==> src/rtl/wm_phase_timer.sv <==
// Phase-duration timer for the washing-machine controller: times each wash phase,
// emits one sig_Time_Out pulse per phase entry, freezes on faults and drives door_lock.
module wm_phase_timer #(
  parameter int unsigned CNT_W     = 8,
  parameter int unsigned DUR_SOAK  = 4,
  parameter int unsigned DUR_WASH  = 6,
  parameter int unsigned DUR_RINSE = 4,
  parameter int unsigned DUR_SPIN  = 3
) (
  input  logic             clock,
  input  logic             reset,
  input  logic [2:0]       state,
  input  logic             sig_Out_Of_Balance,
  input  logic             sig_Motor_Failure,
  output logic             sig_Time_Out,
  output logic [CNT_W-1:0] remaining,
  output logic             door_lock
);

  localparam int unsigned ST_W = 3;
  localparam logic [ST_W-1:0] ST_IDLE  = 3'd0;
  localparam logic [ST_W-1:0] ST_SOAK  = 3'd1;
  localparam logic [ST_W-1:0] ST_WASH  = 3'd2;
  localparam logic [ST_W-1:0] ST_RINSE = 3'd3;
  localparam logic [ST_W-1:0] ST_SPIN  = 3'd4;

  localparam longint unsigned CNT_MAX = (64'(1) << CNT_W) - 64'(1);

  // Every duration must be nonzero and representable in the countdown counter.
  if (CNT_W < 1 || CNT_W > 63) begin : g_bad_cnt_w
    $error("wm_phase_timer: CNT_W must be in 1..63");
  end
  if (64'(DUR_SOAK) == 64'd0 || 64'(DUR_SOAK) > CNT_MAX) begin : g_bad_soak
    $error("wm_phase_timer: DUR_SOAK out of range for CNT_W");
  end
  if (64'(DUR_WASH) == 64'd0 || 64'(DUR_WASH) > CNT_MAX) begin : g_bad_wash
    $error("wm_phase_timer: DUR_WASH out of range for CNT_W");
  end
  if (64'(DUR_RINSE) == 64'd0 || 64'(DUR_RINSE) > CNT_MAX) begin : g_bad_rinse
    $error("wm_phase_timer: DUR_RINSE out of range for CNT_W");
  end
  if (64'(DUR_SPIN) == 64'd0 || 64'(DUR_SPIN) > CNT_MAX) begin : g_bad_spin
    $error("wm_phase_timer: DUR_SPIN out of range for CNT_W");
  end

  function automatic logic is_timed(input logic [ST_W-1:0] s);
    return (s >= ST_SOAK) && (s <= ST_SPIN);
  endfunction

  function automatic logic [CNT_W-1:0] phase_dur(input logic [ST_W-1:0] s);
    logic [CNT_W-1:0] d;
    d = '0;
    case (s)
      ST_SOAK:  d = CNT_W'(DUR_SOAK);
      ST_WASH:  d = CNT_W'(DUR_WASH);
      ST_RINSE: d = CNT_W'(DUR_RINSE);
      ST_SPIN:  d = CNT_W'(DUR_SPIN);
      default:  d = '0;
    endcase
    return d;
  endfunction

  logic [ST_W-1:0]  state_q, state_d;
  logic [CNT_W-1:0] remaining_q, remaining_d;
  logic             time_out_q, time_out_d;
  logic             expired_q, expired_d;
  logic             door_lock_q, door_lock_d;
  logic             frozen;

  // Imbalance only matters while spinning; a motor fault stalls any timed phase.
  assign frozen = sig_Motor_Failure | (sig_Out_Of_Balance & (state == ST_SPIN));

  always_comb begin
    state_d     = state_q;
    remaining_d = remaining_q;
    time_out_d  = 1'b0;
    expired_d   = expired_q;
    door_lock_d = is_timed(state);

    if (state != state_q) begin
      // A phase change reloads unconditionally, ahead of any freeze.
      state_d     = state;
      expired_d   = 1'b0;
      remaining_d = phase_dur(state);
    end else if (is_timed(state) && !frozen && !expired_q &&
                 (remaining_q != '0)) begin
      remaining_d = remaining_q - CNT_W'(1);
      if (remaining_q == CNT_W'(1)) begin
        time_out_d = 1'b1;
        expired_d  = 1'b1;
      end
    end
  end

  always_ff @(posedge clock or posedge reset) begin
    if (reset) begin
      state_q     <= ST_IDLE;
      remaining_q <= '0;
      time_out_q  <= 1'b0;
      expired_q   <= 1'b0;
      door_lock_q <= 1'b0;
    end else begin
      state_q     <= state_d;
      remaining_q <= remaining_d;
      time_out_q  <= time_out_d;
      expired_q   <= expired_d;
      door_lock_q <= door_lock_d;
    end
  end

  assign sig_Time_Out = time_out_q;
  assign remaining    = remaining_q;
  assign door_lock    = door_lock_q;

endmodule

==> config.mk <==
export PLATFORM = sky130hd
export DESIGN_NAME = wm_phase_timer
export DESIGN_NICKNAME = d
export VERILOG_FILES = /design/src/rtl/wm_phase_timer.sv
export SDC_FILE = /design/constraint.sdc
export NUM_CORES = 1
export LEC_CHECK = 0
export ABC_AREA = 1
export BUFFER_PORTS_ARGS = -buffer_cell sky130_fd_sc_hd__buf_4
export CORE_UTILIZATION = 45
export CTS_BUF_LIST = sky130_fd_sc_hd__clkbuf_8
export DETAILED_ROUTE_END_ITERATION = 6
export PLACE_DENSITY = 0.69
export SLEW_MARGIN = 5
export SYNTH_ARGS = -nofsm -noshare
export SYNTH_HDL_FRONTEND = slang
export SYNTH_SLANG_ARGS = --single-unit
==> constraint.sdc <==
create_clock -name clock -period 1.29 [get_ports clock]
set_input_delay 0.129 -clock clock [delete_from_list [all_inputs] [get_ports clock]]
set_output_delay 0.129 -clock clock [all_outputs]
set_load 0.005 [all_outputs]
==> run summary, run 1 <==
# rows - 15
Clock Path Buffers - 2
Startpoint Class - flop
# IOs - 17
total chip power - 0.00137 W
Crit. End Element - flop
GR met3 Demand/Resource - 0.0385
failing checks - setup timing
Num CTS Buffers - 3
die width - 47.0 microns
routability congestion estimate - 0.811
Seq/Total Area, Yosys - 0.384
DR vias/cell - 5.19
clk sinks - 14
Root Buffer - clkbuf_8
Ant. Diodes - 0
DP Wirelength - 1680 microns
Overall Global Routing Usage - 0.255
post-synth cell types - 18
Max Clock Freq - 763 MHz
fin crit share - 1.02
largest net degree at the start of global routing - 15
Antenna Nets Post-Route - 0
vias in the first global route - 887
Setup WS post-layout - -0.0208 ns
Clk Latency, worst-skew pair - 0.25 ns
met2 usage - 0.436
post-synth top area share - 0.384
DR WL/cell - 13.6 microns
syn nets - 142
Setup Skew - 0.00182 ns
global route overflow - 0
GRT Max-Usage Layer - met2
I/O Buffers - 16
ranking of synthesized cells by area - dfrtp_1 (38%), nand2_1 (19%), inv_1 (7.4%)
final setup vio count - 1
status - finished, violations left
Worst EP required - 1.48 ns
critical path peak fanout - 4
fin util - 0.748
fin. max-slew vios - 0
Layout fillers - 125
layout cells sized above 1 - 0.367
Yosys warning count - 0
worst path arrival time - 1.50 ns
worst hold margin - 0.0241 ns
synthesized area per cell - 6.91 sq um
clock slew at reported path FFs - 0.06 ns
Hold WC Path Type - input port to flop
worst relative slew slack - 0.642
Post-Layout Cell Count - 194
CTS tree - yes
PwrDens - 1000 nW/um^2
DRC - 0
Syn Std Cell Area - 912 sq um
Placed Cells - 186
Finished Cell Area - 1360 sq um
initial antenna violation count - 0
drt pass-1 iters - 4
Setup CP Type - flop to flop
Area Overhead vs Synth - 49.2%
total of max-cap violations - 0
Core Area - 1820 sq um
met1 Use GR - 0.317
Initial Util - 0.501
global-route wire length before repair - 3780 microns
Worst IR Drop VDD - 0.611 mV
Layout Nets - 181
leakage power - 0.774 nW
Hold Violations, Final - 0
Post-Synthesis Cells - 132
DR vias - 1,007
Die Y - 47.0 microns
#FFs+latches synth - 14
placed inst area - 1180 sq um
Final Critical Period - 1.31 ns
full die area - 2210 sq um
htree depth - 1
RSZ-0062 raised after global routing - yes
Slew @ Worst Pin - 0.537 ns
DRT iter0 DRCs - 17
Detailed Route WL - 2630 microns
Yosys top cell by area - dfrtp_1
==> cell usage in the layout (no fill, tap or decap), types with 3 or more instances in the layout <==
cell / count
nand4_1: 6
nand2_1: 41
buf_6: 3
nor2_1: 11
clkbuf_8: 3
nand3_1: 12
nand2_2: 5
buf_4: 33
dfrtp_1: 14
nor2_2: 4
inv_1: 16
==> per-stage QoR <==
step           worst slack, ns  setup TNS, ns
2_1_floorplan          0.00943              0
3_3_place_gp           -0.0106        -0.0295
3_5_place_dp           -0.0485         -0.248
4_1_cts               0.000416              0
5_1_grt                -0.0748         -0.377
6_report               -0.0208        -0.0208
==> worst max-delay path, cell delays in order, from the launching register on <==
cell and delay (ns):
dfrtp_1 0.39, inv_2 0.12, buf_4 0.13, buf_6 0.10
nand3_1 0.08, nand2_1 0.09, nand2_1 0.08, nor2_1 0.14
nand2_1 0.07, nand2_1 0.05
==> registers in the layout (all words and copies together), names as in the netlist <==
| name | count |
|---|---|
| state_q | 3 |
| sig_Time_Out | 1 |
| expired_q | 1 |
| remaining | 8 |
| door_lock | 1 |
==> cells by family after synthesis <==
group,Yosys count,synth area share
XOR/XNOR,3,0.0370
flip-flops,14,0.384
AND/OR/NAND/NOR,86,0.413
adder cells (fa/ha/maj),3,0.0412
buffers and inverters,23,0.106
AO/OA/AOI/OAI,3,0.0192
==> cell type report <==
type,count,area [sq um],area share
multi-input combinational,95,553,0.406
sequential,14,350,0.257
timing repair buffer,38,312,0.229
inverter,19,73.8,0.0542
clock buffer,3,41.3,0.0303
tap,25,31.3,0.0230
==> power by group <==
part,switching (W),leakage [nW],internal [W]
registers,0.0000240,0.183,0.000465
clock network,0.000158,0.0216,0.000207
logic,0.000276,0.570,0.000236
==> per-layer routing <==
| layer | routed length (microns) | vias to the layer above | part of all wire |
|---|---|---|---|
| met1 | 1100 | 454 | 0.42 |
| met5 | 0 | - | 0 |
| li1 | - | 486 | - |
| met3 | 155 | 16 | 0.059 |
| met2 | 1280 | 51 | 0.49 |
| met4 | 98 | 0 | 0.037 |
==> cell usage after synthesis, drive strengths merged <==
cell and n:
clkbuf 3, inv 19, nand4 6, nand3 14, xor2 2, dfrtp 14, nor3 1, buf 1
nand2 48, o21bai 1, nor2 17, xnor2 1, o21ai 2, ha 3
==> path summary, 6_finish.rpt <==
path,slack [ns],cells past startpoint,from,end
max,-0.02,9,remaining[0],remaining[5]
max in group asynchronous,0.45,3,reset,state_q[2]
min in group asynchronous,0.48,3,reset,sig_Time_Out
min reg2reg,0.49,2,expired_q,expired_q
min,0.02,1,state[0],state_q[0]
max reg2reg,-0.02,9,remaining[0],remaining[5]
==> timing repair <==
item | CTS | global route
setup endpoints to repair | 8 | 10
pin swaps | 2 | 8
endpoints found under the hold margin | 14 | 0
buffers inserted | 3 | 2
hold buffers | 1 | 0
gates resized for setup | 7 | 20
No activity file was read; power rests on OpenSTA's default activity.
==> inputs of run 2 (changes only) <==
- clock period: 1.29 -> 1.2 ns (I/O delays scaled with it)
==> run 2 against run 1 <==
  * The flow still finishes with violations (setup timing)
  * Global-route usage increased by 0.64 points
  * Worst setup slack got worse by 0.075 ns
  * Total power is 9.0% higher
  * Non-clock buffer count grew 6
  * Critical path type unchanged
==> run summary, run 2 (synthesis results as in run 1) <==
DRC - 0 (unchanged)
Num CTS Buffers - 3 (unchanged)
fin. max-slew vios - 0 (unchanged)
Finished Cell Area - 1430 sq um (was 1360 sq um)
Worst IR Drop VDD - 0.860 mV (was 0.611 mV)
Layout Nets - 187 (was 181)
DR vias - 1,005 (was 1,007)
htree depth - 1 (unchanged)
Layout fillers - 110 (was 125)
Largest register FFs - 8 (unchanged)
die width - 47.0 microns (unchanged)
WHS Path Cells - 1 (unchanged)
leading cell type in the layout, fill and taps excluded - buf_4 (was nand2_1)
Hold Violations, Final - 0 (unchanged)
global-route wire length before repair - 4020 microns (was 3780 microns)
routability congestion estimate - 0.827 (was 0.811)
chain of cells forming the critical path - nor2_4 > nand4_1 > nand3_4 > nand2_8 > nand2_2 > nand2_1 (was inv_2 > buf_4 > buf_6 > nand3_1 > nand2_1 > nand2_1 > nor2_1 > nand2_1 > nand2_1)
Area Overhead vs Synth - 56.9% (was 49.2%)
clk sinks - 14 (unchanged)
drt pass-1 iters - 4 (unchanged)
Antenna Nets Post-Route - 0 (unchanged)
Setup CP Type - flop to flop (unchanged)
Detailed Route WL - 2600 microns (was 2630 microns)
vias in the first global route - 956 (was 887)
DR WL/cell - 13.0 microns (was 13.6 microns)
Setup Skew - 0.000741 ns (was 0.00182 ns)
Setup WS post-layout - -0.0962 ns (was -0.0208 ns)
Clk Latency, worst-skew pair - 0.24 ns (was 0.25 ns)
full die area - 2210 sq um (unchanged)
Core Area - 1820 sq um (unchanged)
total of max-cap violations - 0 (unchanged)
# rows - 15 (unchanged)
global route overflow - 0 (unchanged)
Die Y - 47.0 microns (unchanged)
worst hold margin - 0.0211 ns (was 0.0241 ns)
PwrDens - 1040 nW/um^2 (was 1000 nW/um^2)
failing checks - setup timing (unchanged)
# IOs - 17 (unchanged)
DR vias/cell - 5.03 (was 5.19)
fin util - 0.786 (was 0.748)
most frequent cells in the layout - buf_4 (39), nand2_1 (34), inv_1 (16) (was nand2_1 (41), buf_4 (33), inv_1 (16))
clock slew at reported path FFs - 0.05 ns (was 0.06 ns)
placed inst area - 1220 sq um (was 1180 sq um)
Ant. Diodes - 0 (unchanged)
Worst EP required - 1.33 ns (was 1.48 ns)
layout cells sized above 1 - 0.446 (was 0.367)
RSZ-0062 raised after global routing - yes (unchanged)
Max Clock Freq - 771 MHz (was 763 MHz)
Hold WC Path Type - input port to flop (unchanged)
initial antenna violation count - 0 (unchanged)
Slew @ Worst Pin - 0.529 ns (was 0.537 ns)
CTS tree - yes (unchanged)
DP Wirelength - 1640 microns (was 1680 microns)
max incr delay on CP - 0.47 ns (was 0.39 ns)
leakage power - 0.796 nW (was 0.774 nW)
DRT iter0 DRCs - 24 (was 17)
slowest CP cell - dfrtp_2 (was dfrtp_1)
Crit. End Element - flop (unchanged)
fin crit share - 1.08 (was 1.02)
Root Buffer - clkbuf_8 (unchanged)
worst path arrival time - 1.43 ns (was 1.50 ns)
Initial Util - 0.501 (unchanged)
Clock Path Buffers - 2 (unchanged)
Startpoint Class - flop (unchanged)
Overall Global Routing Usage - 0.262 (was 0.255)
critical path peak fanout - 7 (was 4)
reg2reg path depth - 6 (was 9)
worst relative slew slack - 0.647 (was 0.642)
final setup vio count - 10 (was 1)
status - finished, violations left (unchanged)
largest net degree at the start of global routing - 15 (unchanged)
I/O Buffers - 16 (unchanged)
Final Critical Period - 1.30 ns (was 1.31 ns)
-- run 2: cell types whose count changed in the layout (fill, tap and decap cells not counted), sizes merged --
cell / delta
buf: +6
-- run 2: power breakdown --
group | switching [W] | internal [W] | total, W
sequential | 0.0000271 | 0.000501 | 0.000528
clock | 0.000156 | 0.000222 | 0.000377
combinational | 0.000305 | 0.000278 | 0.000583
-- run 2: path summary, 6_finish.rpt --
path	slack, ns	endpoint	from
worst max-delay path	-0.1	remaining[6]	remaining[3]
worst min-delay path	0.02	state_q[0]	state[0]
worst max register to register	-0.1	remaining[6]	remaining[3]
worst min register to register	0.49	expired_q	expired_q
max in group asynchronous	0.35	remaining[3]	reset
min in group asynchronous	0.47	expired_q	reset
-- run 2: critical path: cells and delay by family, from the launching register on --
kind	cells	cell delay, ns
flops	1	0.47
simple gates	6	0.72
-- run 2: repair_timing --
| action | CTS | global route |
|---|---|---|
| pin swaps | 10 | 9 |
| buffers inserted | 3 | 0 |
| resized for setup | 21 | 17 |
| hold buffers | 1 | 0 |
| endpoints found under the setup margin | 10 | 10 |
| endpoints found under the hold margin | 14 | 0 |
-- run 2: layer usage --
| layer | GRT usage | wire length, microns | vias to the layer above | part of all wire |
|---|---|---|---|---|
| met3 | 0.0462 | 108 | 6 | 0.041 |
| li1 | - | - | 494 | - |
| met2 | 0.436 | 1360 | 32 | 0.52 |
| met4 | 0.131 | 28 | 0 | 0.011 |
| met5 | 0 | 0 | - | 0 |
| met1 | 0.324 | 1110 | 473 | 0.43 |
-- run 2: area by class of cell --
class / count / area, sq um / area share
Tap cell: 25 / 31.3 / 0.0219
Sequential cell: 14 / 353 / 0.247
Timing Repair Buffer: 44 / 348 / 0.243
Inverter: 19 / 73.8 / 0.0516
Multi-Input combinational cell: 95 / 584 / 0.408
Clock buffer: 3 / 41.3 / 0.0288
-- run 2: through the flow --
stage	setup WS [ns]	power, W	TNS (ns)	cells
6_report	-0.0962	0.00149	-0.650	200
5_1_grt	-0.164	0.00157	-1.46	200
4_1_cts	-0.0405	0.00142	-0.177	200
3_5_place_dp	-0.0730	0.000968	-0.503	193
3_3_place_gp	-0.0627	0.000957	-0.439	193
2_1_floorplan	-0.0356	0.000766	-0.249	132
==> inputs of run 3 (changes only) <==
- RECOVER_POWER: unset -> 50
==> run 3 against run 2 <==
  * The run still ends with setup timing left
  * Global-route usage unchanged
  * Cell area shrank 0.79%
  * Combinational power fell by 1%
  * Critical path depth unchanged
  * Worst setup slack about the same
  * Total power is 0.30% lower
  * Clock skew barely moved
  * Register-to-register slack barely moved
  * Critical path type unchanged
  * Largest cell class unchanged
  * Highest routed layer unchanged
==> run summary, run 3 (synthesis results as in run 1) <==
status - finished, violations left (unchanged)
failing checks - setup timing (unchanged)
Hold WC Path Type - input port to flop (unchanged)
Clk Latency, worst-skew pair - 0.24 ns (about the same)
DRT iter0 DRCs - 24 (unchanged)
DR vias/cell - 5.01 (was 5.03)
Worst EP required - 1.33 ns (about the same)
die width - 47.0 microns (unchanged)
Setup CP Type - flop to flop (unchanged)
vias in the first global route - 956 (unchanged)
Clock Path Buffers - 2 (unchanged)
initial antenna violation count - 0 (unchanged)
htree depth - 1 (unchanged)
Root Buffer - clkbuf_8 (unchanged)
fin util - 0.780 (was 0.786)
area of the multi-input gates - 584 sq um (unchanged)
worst relative slew slack - 0.647 (about the same)
CTS tree - yes (unchanged)
DP Wirelength - 1640 microns (unchanged)
Setup Skew - 0.000709 ns (was 0.000741 ns)
Num CTS Buffers - 3 (unchanged)
slowest CP cell - dfrtp_2 (unchanged)
layout cells sized above 1 - 0.429 (was 0.446)
Antenna Nets Post-Route - 0 (unchanged)
Setup WS post-layout - -0.0966 ns (was -0.0962 ns)
DRC - 0 (unchanged)
Worst IR Drop VDD - 0.858 mV (was 0.860 mV)
Ant. Diodes - 0 (unchanged)
Max Clock Freq - 771 MHz (about the same)
max incr delay on CP - 0.47 ns (about the same)
drt pass-1 iters - 4 (unchanged)
Initial Util - 0.501 (unchanged)
DR WL/cell - 13.0 microns (about the same)
global route overflow - 0 (unchanged)
chain of cells forming the critical path - nor2_4 > nand4_1 > nand3_4 > nand2_8 > nand2_2 > nand2_1 (unchanged)
fin crit share - 1.08 (about the same)
I/O Buffers - 16 (unchanged)
DR vias - 1,002 (was 1,005)
Layout Nets - 187 (unchanged)
Layout fillers - 113 (was 110)
clock slew at reported path FFs - 0.05 ns (about the same)
fin. max-slew vios - 0 (unchanged)
Detailed Route WL - 2600 microns (about the same)
leading cell type in the layout, fill and taps excluded - nand2_1 (was buf_4)
PwrDens - 1040 nW/um^2 (about the same)
register area - 353 sq um (unchanged)
most frequent cells in the layout - nand2_1 (34), buf_4 (33), inv_1 (16) (was buf_4 (39), nand2_1 (34), inv_1 (16))
Slew @ Worst Pin - 0.529 ns (about the same)
full die area - 2210 sq um (unchanged)
global-route wire length before repair - 4020 microns (unchanged)
Startpoint Class - flop (unchanged)
worst hold margin - 0.0606 ns (was 0.0211 ns)
RSZ-0062 raised after global routing - yes (unchanged)
Largest register FFs - 8 (unchanged)
Die Y - 47.0 microns (unchanged)
critical path peak fanout - 7 (unchanged)
# IOs - 17 (unchanged)
leakage power - 0.784 nW (was 0.796 nW)
worst path arrival time - 1.43 ns (about the same)
largest net degree at the start of global routing - 15 (unchanged)
final setup vio count - 10 (unchanged)
Core Area - 1820 sq um (unchanged)
Overall Global Routing Usage - 0.262 (unchanged)
setup TNS - -0.647 ns (was -0.650 ns)
# rows - 15 (unchanged)
clk sinks - 14 (unchanged)
total of max-cap violations - 0 (unchanged)
Area Overhead vs Synth - 55.7% (was 56.9%)
Final Critical Period - 1.30 ns (about the same)
routability congestion estimate - 0.827 (unchanged)
Crit. End Element - flop (unchanged)
pre-CTS WS - -0.0730 ns (unchanged)
Hold Violations, Final - 0 (unchanged)
-- run 3: cell type report --
class                      instances  area share
clock buffer                       3      0.0291
inverter                          19      0.0520
multi-input combinational         95       0.411
sequential                        14       0.248
tap                               25      0.0220
timing repair buffer              44       0.237
-- run 3: routing by layer --
metal	vias to the layer above	track usage	wire, microns
li1	495	-	-
met1	474	0.324	1140
met2	27	0.436	1350
met3	6	0.0462	82
met4	0	0.131	28
met5	-	0	0
-- run 3: through the flow --
stage                     instance area (sq um)  std cells  total power, W
after CTS                                  1370        200         0.00142
after floorplan                             912        132        0.000766
after global routing                       1420        200         0.00157
after detailed placement                   1220        193        0.000968
final                                      1420        200         0.00148
after global placement                     1220        193        0.000957
-- run 3: final timing paths --
kind,startpoint,endpoint,slack (ns),depth (start not counted)
worst max-delay path,remaining[3],remaining[6],-0.1,6
worst min-delay path,state[0],state_q[0],0.06,1
worst max register to register,remaining[3],remaining[6],-0.1,6
worst min register to register,expired_q,expired_q,0.49,2
max in group asynchronous,reset,remaining[3],0.35,3
min in group asynchronous,reset,expired_q,0.47,3
-- run 3: repair_timing --
| item | in CTS | in global routing |
|---|---|---|
| endpoints found under the setup margin | 10 | 10 |
| gates resized for setup | 21 | 17 |
| hold buffers | 1 | 0 |
| hold endpoints to repair | 14 | 0 |
| pin swaps | 10 | 9 |
| buffers inserted | 3 | 0 |
-- run 3: power by group --
| group | internal, W | total [W] | switching (W) |
|---|---|---|---|
| clock | 0.000222 | 0.000378 | 0.000156 |
| sequential | 0.000501 | 0.000528 | 0.0000271 |
| combinational | 0.000273 | 0.000577 | 0.000305 |
-- run 3: critical path: cells and delay by family (launching register included) --
family           cells  cell delay, ns
flip-flops           1            0.47
AND/OR/NAND/NOR      6            0.72
